--- config.mk ---
export PLATFORM = sky130hd
export DESIGN_NAME = fetch_unit
export DESIGN_NICKNAME = d
export VERILOG_FILES = /design/src/rtl/cpu_pkg.sv /design/src/rtl/fetch_fifo.sv /design/src/rtl/fetch_unit.sv
export SDC_FILE = /design/constraint.sdc
export NUM_CORES = 1
export LEC_CHECK = 0
export ABC_AREA = 1
export BUFFER_PORTS_ARGS = -buffer_cell sky130_fd_sc_hd__buf_2
export CAP_MARGIN = 20
export CORE_UTILIZATION = 30
export DETAILED_ROUTE_END_ITERATION = 10
export PLACE_DENSITY = 0.55
export SLEW_MARGIN = 20
export SYNTH_ARGS = -nofsm -noshare
export SYNTH_HDL_FRONTEND = slang
export SYNTH_SLANG_ARGS = --single-unit
--- constraint.sdc ---
create_clock -name CLK -period 5.4 [get_ports CLK]
set_clock_uncertainty 0.2 [all_clocks]
set_input_delay 0.54 -clock CLK [delete_from_list [all_inputs] [get_ports CLK]]
set_output_delay 0.54 -clock CLK [all_outputs]
set_load 0.02 [all_outputs]
--- src/rtl/cpu_pkg.sv ---
// rtl/cpu_pkg.sv - shared CPU constants for fetch, decode and control
package cpu_pkg;

   localparam int BUS_WIDTH_DEF  = 32;
   localparam int ADDR_WIDTH_DEF = 32;

   // Word the fetch stage presents to decode when it has nothing real to give
   localparam logic [BUS_WIDTH_DEF-1:0] NOP_INSTR = '0;

endpackage

--- src/rtl/fetch_fifo.sv ---
// rtl/fetch_fifo.sv - synchronous prefetch FIFO with push, pop, clear and count
module fetch_fifo #(
   parameter int WIDTH = 64,
   parameter int DEPTH = 4
) (
   input  logic                     CLK,
   input  logic                     RST,
   input  logic                     clear,
   input  logic                     push,
   input  logic [WIDTH-1:0]         push_data,
   input  logic                     pop,
   output logic [WIDTH-1:0]         head_data,
   output logic [$clog2(DEPTH):0]   count,
   output logic                     empty
);

   localparam int AW = $clog2(DEPTH);
   localparam int CW = AW + 1;

   logic [WIDTH-1:0] r_mem [DEPTH];
   logic [AW-1:0]    r_wr_ptr;
   logic [AW-1:0]    r_rd_ptr;
   logic [CW-1:0]    r_count;
   logic             w_push;
   logic             w_pop;

   // Clear wins over both push and pop; pop on empty is ignored (bubble upstream)
   assign w_push    = push && !clear;
   assign w_pop     = pop && !clear && (r_count != '0);
   assign head_data = r_mem[r_rd_ptr];
   assign count     = r_count;
   assign empty     = (r_count == '0);

   // Storage array; no reset needed since count gates every read
   always_ff @(posedge CLK) begin
      if (w_push) begin
         r_mem[r_wr_ptr] <= push_data;
      end
   end

   // Pointers and occupancy; DEPTH is a power of two so pointers wrap naturally
   always_ff @(posedge CLK) begin
      if (RST || clear) begin
         r_wr_ptr <= '0;
         r_rd_ptr <= '0;
         r_count  <= '0;
      end else begin
         if (w_push) begin
            r_wr_ptr <= r_wr_ptr + AW'(1);
         end
         if (w_pop) begin
            r_rd_ptr <= r_rd_ptr + AW'(1);
         end
         r_count <= r_count + CW'(w_push) - CW'(w_pop);
      end
   end

endmodule

--- src/rtl/fetch_unit.sv ---
// rtl/fetch_unit.sv - instruction fetch: PC, memory issue, prefetch buffer, IF/ID register
module fetch_unit
   import cpu_pkg::*;
#(
   parameter int                   BUS_WIDTH  = BUS_WIDTH_DEF,
   parameter int                   ADDR_WIDTH = ADDR_WIDTH_DEF,
   parameter int                   FIFO_DEPTH = 4,
   parameter logic [BUS_WIDTH-1:0] NOP        = BUS_WIDTH'(NOP_INSTR)
) (
   input  logic                          CLK,
   input  logic                          RST,
   output logic                          imem_req,
   output logic [ADDR_WIDTH-1:0]         imem_addr,
   input  logic [BUS_WIDTH-1:0]          imem_rdata,
   input  logic                          stall_d,
   input  logic                          redirect,
   input  logic [ADDR_WIDTH-1:0]         redirect_pc,
   output logic [BUS_WIDTH-1:0]          instr_d,
   output logic [ADDR_WIDTH-1:0]         pc_d,
   output logic                          valid_d,
   output logic [$clog2(FIFO_DEPTH):0]   fifo_count,
   output logic [31:0]                   cycle_count
);

   localparam int CW = $clog2(FIFO_DEPTH) + 1;
   localparam int OW = CW + 1;
   localparam int FW = BUS_WIDTH + ADDR_WIDTH;

   logic [ADDR_WIDTH-1:0] r_pc;
   logic [ADDR_WIDTH-1:0] r_inflight_addr;
   logic                  r_inflight;
   logic [BUS_WIDTH-1:0]  r_instr_d;
   logic [ADDR_WIDTH-1:0] r_pc_d;
   logic                  r_valid_d;
   logic [31:0]           r_cycle_count;

   logic [CW-1:0]         w_fifo_count;
   logic [OW-1:0]         w_occupancy;
   logic                  w_issue;
   logic                  w_push;
   logic                  w_pop;
   logic                  w_empty;
   logic [FW-1:0]         w_head;

   // Reserve a slot for the word in flight so the FIFO can never overflow;
   // a pop in the same cycle is deliberately not credited.
   assign w_occupancy = OW'(w_fifo_count) + OW'(r_inflight);
   assign w_issue     = !RST && !redirect && (w_occupancy < OW'(FIFO_DEPTH));
   assign w_push      = r_inflight && !redirect;
   assign w_pop       = !redirect && !stall_d && !w_empty;

   assign imem_req    = w_issue;
   assign imem_addr   = r_pc;
   assign instr_d     = r_instr_d;
   assign pc_d        = r_pc_d;
   assign valid_d     = r_valid_d;
   assign fifo_count  = w_fifo_count;
   assign cycle_count = r_cycle_count;

   fetch_fifo #(
      .WIDTH (FW),
      .DEPTH (FIFO_DEPTH)
   ) u_fifo (
      .CLK       (CLK),
      .RST       (RST),
      .clear     (redirect),
      .push      (w_push),
      .push_data ({imem_rdata, r_inflight_addr}),
      .pop       (w_pop),
      .head_data (w_head),
      .count     (w_fifo_count),
      .empty     (w_empty)
   );

   // PC and in-flight tracking; a redirect kills the in-flight word by not re-arming
   always_ff @(posedge CLK) begin
      if (RST) begin
         r_pc            <= '0;
         r_inflight      <= 1'b0;
         r_inflight_addr <= '0;
      end else begin
         r_inflight <= w_issue;
         if (w_issue) begin
            r_inflight_addr <= r_pc;
         end
         if (redirect) begin
            r_pc <= redirect_pc;
         end else if (w_issue) begin
            r_pc <= r_pc + ADDR_WIDTH'(1);
         end
      end
   end

   // IF/ID register: redirect bubbles, stall holds, otherwise pop or bubble
   always_ff @(posedge CLK) begin
      if (RST) begin
         r_instr_d <= NOP;
         r_pc_d    <= '0;
         r_valid_d <= 1'b0;
      end else if (redirect) begin
         r_instr_d <= NOP;
         r_valid_d <= 1'b0;
      end else if (!stall_d) begin
         if (!w_empty) begin
            {r_instr_d, r_pc_d} <= w_head;
            r_valid_d           <= 1'b1;
         end else begin
            r_instr_d <= NOP;
            r_valid_d <= 1'b0;
         end
      end
   end

   // Free-running cycle counter since reset
   always_ff @(posedge CLK) begin
      if (RST) begin
         r_cycle_count <= '0;
      end else begin
         r_cycle_count <= r_cycle_count + 32'd1;
      end
   end

endmodule

==> results.ini <==
[status]
status=finished, final reports clean

[sta]
slew-limit-headroom=0.351
timing.hold.ws_ns=0.0811
final-setup-viol-count=0
report.final.slew_viol_count=0
hold_violations=0
post-route-period-util=0.601
max_freq_ghz=0.308
worst_pin_slew_ns=0.971
min_period_ns=3.25
rsz0062_at_grt=false
tns_ns=0

[floorplan]
core-area_um2=56800
die_w_um=243
die_h_um=243
start_util=0.306
std_cell_rows=87
ios=201
dieArea_um2=59000

[power_and_ir_drop]
power_density_nw_per_um2=338
power_leakage_nw=7.81
p_total_mw=7.09
irDropWorstVdd_v=0.000217

[logic_synthesis]
synth_ff_type=edfxtp_1
syn_inst=1751
ys_warn_count=0
synth_seq_cells=427
synth_cell_type_count=44
async_reset_ff_frac=0
synth-edff-count=256
synthTopCellsByArea=edfxtp_1 44%, dfxtp_1 20%, nor2_1 8.5%
netlist_area_um2=17400
synth_top_area_share=0.441
synthesis.nets=1829
yosys.area.top_type=edfxtp_1
syn_area_per_cell_um2=9.94
yosysSeqAreaShare=0.638

[worst_hold_path]
min_path_type=input pin to flip-flop

[placement]
gp_congestion=0.839
port_buffers=200
dp_cells=2631
hpwlAfterDp_um=28700

[cells_and_area]
layout-drive-gt1-share=0.169
syn2layout_area_growth_pct=20.3
layout.nets=2033
layout.cells.non_filler=2750

[detailed_routing]
via_per_inst=4.73
drt-wirelength-per-cell_um=16.3
dr.first_iter.drc_count=858
drtAntennaViolNets=0
drc=0
dr.pass1.iters=5
routed-via-count=13000
wl_um=44800

[clock_network]
cts_setup_buffers=0
clkSinkCount=427
h-tree-depth=2
cts_tree=built
clkLatencyLatePin_ns=0.58
clk_pin_slew_ns=0.06
cts-root-buf=clkbuf_16
cts_buffers=46
clock_path_buffers=3

[worst_setup_path]
worst_path_max_delay_cell=inv_2
crit_top_cell=nand2_1
required_ns=4.66
path_cells=ha_1, inv_1, nand2_1, nand2_1, nand3_4, inv_2, buf_2
cpPeakStageDelay_ns=0.55
arrival_ns=2.51
path_class=flip-flop to primary output
cp-end-kind=primary output
path_max_fanout=35
start_kind=flip-flop

[global_route]
grt_pass1_wl_um=70500
grt.total_usage=0.150
grt_pass1_vias=12300
antenna_found_initial=0
gr-total-overflow=0
grt_max_degree=93

[flow_run]
cap_violations=0

==> sequential cells by signal (all words and copies together), names as in the netlist, named ones only <==
signal           flops
instr_d             32
u_fifo.r_wr_ptr      2
u_fifo.r_rd_ptr      2
r_inflight           1
pc_d                32
u_fifo.count         3
imem_addr           32
valid_d              1
u_fifo.r_mem       256
r_inflight_addr     32
cycle_count         32
==> metal layers <==
metal	global-route usage	wire (µm)	vias to the layer above
met5	0	0	-
li1	-	-	6374
met4	0.0409	817	0
met3	0.0289	2920	52
met1	0.216	21300	6176
met2	0.230	19800	404
==> logic make-up (layout without fill, tap and decap cells) <==
family | after synthesis | in the layout | share of synthesized area
AND/OR/NAND/NOR | 767 | 767 | 0.183
adder cells (fa/ha/maj) | 10 | 10 | 0.00762
flip-flops | 427 | 427 | 0.638
AO/OA/AOI/OAI | 316 | 316 | 0.108
XOR/XNOR | 19 | 19 | 0.00999
other | 0 | 1 | 0
buffers and inverters | 212 | 454 | 0.0530
==> where the power goes <==
group	switching, mW	internal [mW]	total [mW]
registers	0.0640	3.51	3.58
clock network	1.31	1.89	3.20
logic	0.207	0.108	0.315
total	1.58	5.51	7.09
==> area by class of cell <==
type,instances,area (µm²)
clock inverters,30,314
fillers,5720,35900
repair buffers,244,1450
diodes,1,2.50
well taps,756,946
multi-input cells,1112,5410
flip-flops and latches,427,11100
clock buffers,56,1240
inverters,124,468
==> repair_timing <==
item / CTS / global route
gates resized for setup: 0 / 0
endpoints found under the hold margin: 128 / 0
hold buffers: 32 / 0
==> stage by stage <==
| step | cell area [µm²] | utilization | setup slack, ns |
|---|---|---|---|
| after detailed placement | 19100 | 0.336 | 1.78 |
| final | 20900 | 0.369 | 2.15 |
| after CTS | 20900 | 0.369 | 2.11 |
| after global routing | 20900 | 0.369 | 1.93 |
| after floorplan | 17400 | - | 0.895 |
| after global placement | 19100 | 0.336 | 1.87 |
==> synthesized netlist by cell type (12+ instances only) <==
| cell | instances |
|---|---|
| nor3_1 | 12 |
| o32ai_1 | 64 |
| o21ai_0 | 132 |
| a21oi_1 | 82 |
| clkbuf_1 | 39 |
| nor2_1 | 394 |
| a211oi_1 | 14 |
| buf_2 | 24 |
| inv_1 | 114 |
| xor2_1 | 15 |
| nand2_1 | 260 |
| dfxtp_1 | 171 |
| buf_4 | 12 |
| nand3_1 | 53 |
| o21ai_1 | 12 |
| edfxtp_1 | 256 |
==> worst max-delay path: cells and delay by family (launching register included) <==
kind          cells  cell delay [ns]
buf+inv           3             0.87
simple gates      3             0.44
flops             1             0.37
fa+ha+maj         1             0.22
==> cell usage in the layout, fill, tap and decap left out, types with 8 or more instances in the layout <==
cell,instances
nor2_1,390
nand2_1,260
edfxtp_1,256
buf_2,200
dfxtp_1,169
o21ai_0,132
inv_1,113
a21oi_1,82
o32ai_1,64
nand3_1,53
clkbuf_16,47
dlygate4sd3_1,32
xor2_1,15
clkinv_2,15
a211oi_1,14
o21ai_1,12
nor3_1,12
nor2_4,11
inv_2,10
nand4_1,9
ha_1,9
buf_4,9
nor2_2,8
==> worst paths after layout <==
path / from / to / slack, ns / depth (start not counted)
worst min-delay path: redirect_pc[12] / imem_addr[12]$_SDFFE_PP0P_ / 0.08 / 5
worst max register to register: u_fifo.count[1]$_SDFF_PN0_ / u_fifo.count[2]$_SDFF_PN0_ / 2.44 / 13
worst min register to register: instr_d[9]$_SDFFE_PN0N_ / instr_d[9]$_SDFFE_PN0N_ / 0.26 / 2
worst max-delay path: u_fifo.count[1]$_SDFF_PN0_ / imem_req / 2.15 / 7
(Power assumes the default switching activity.)
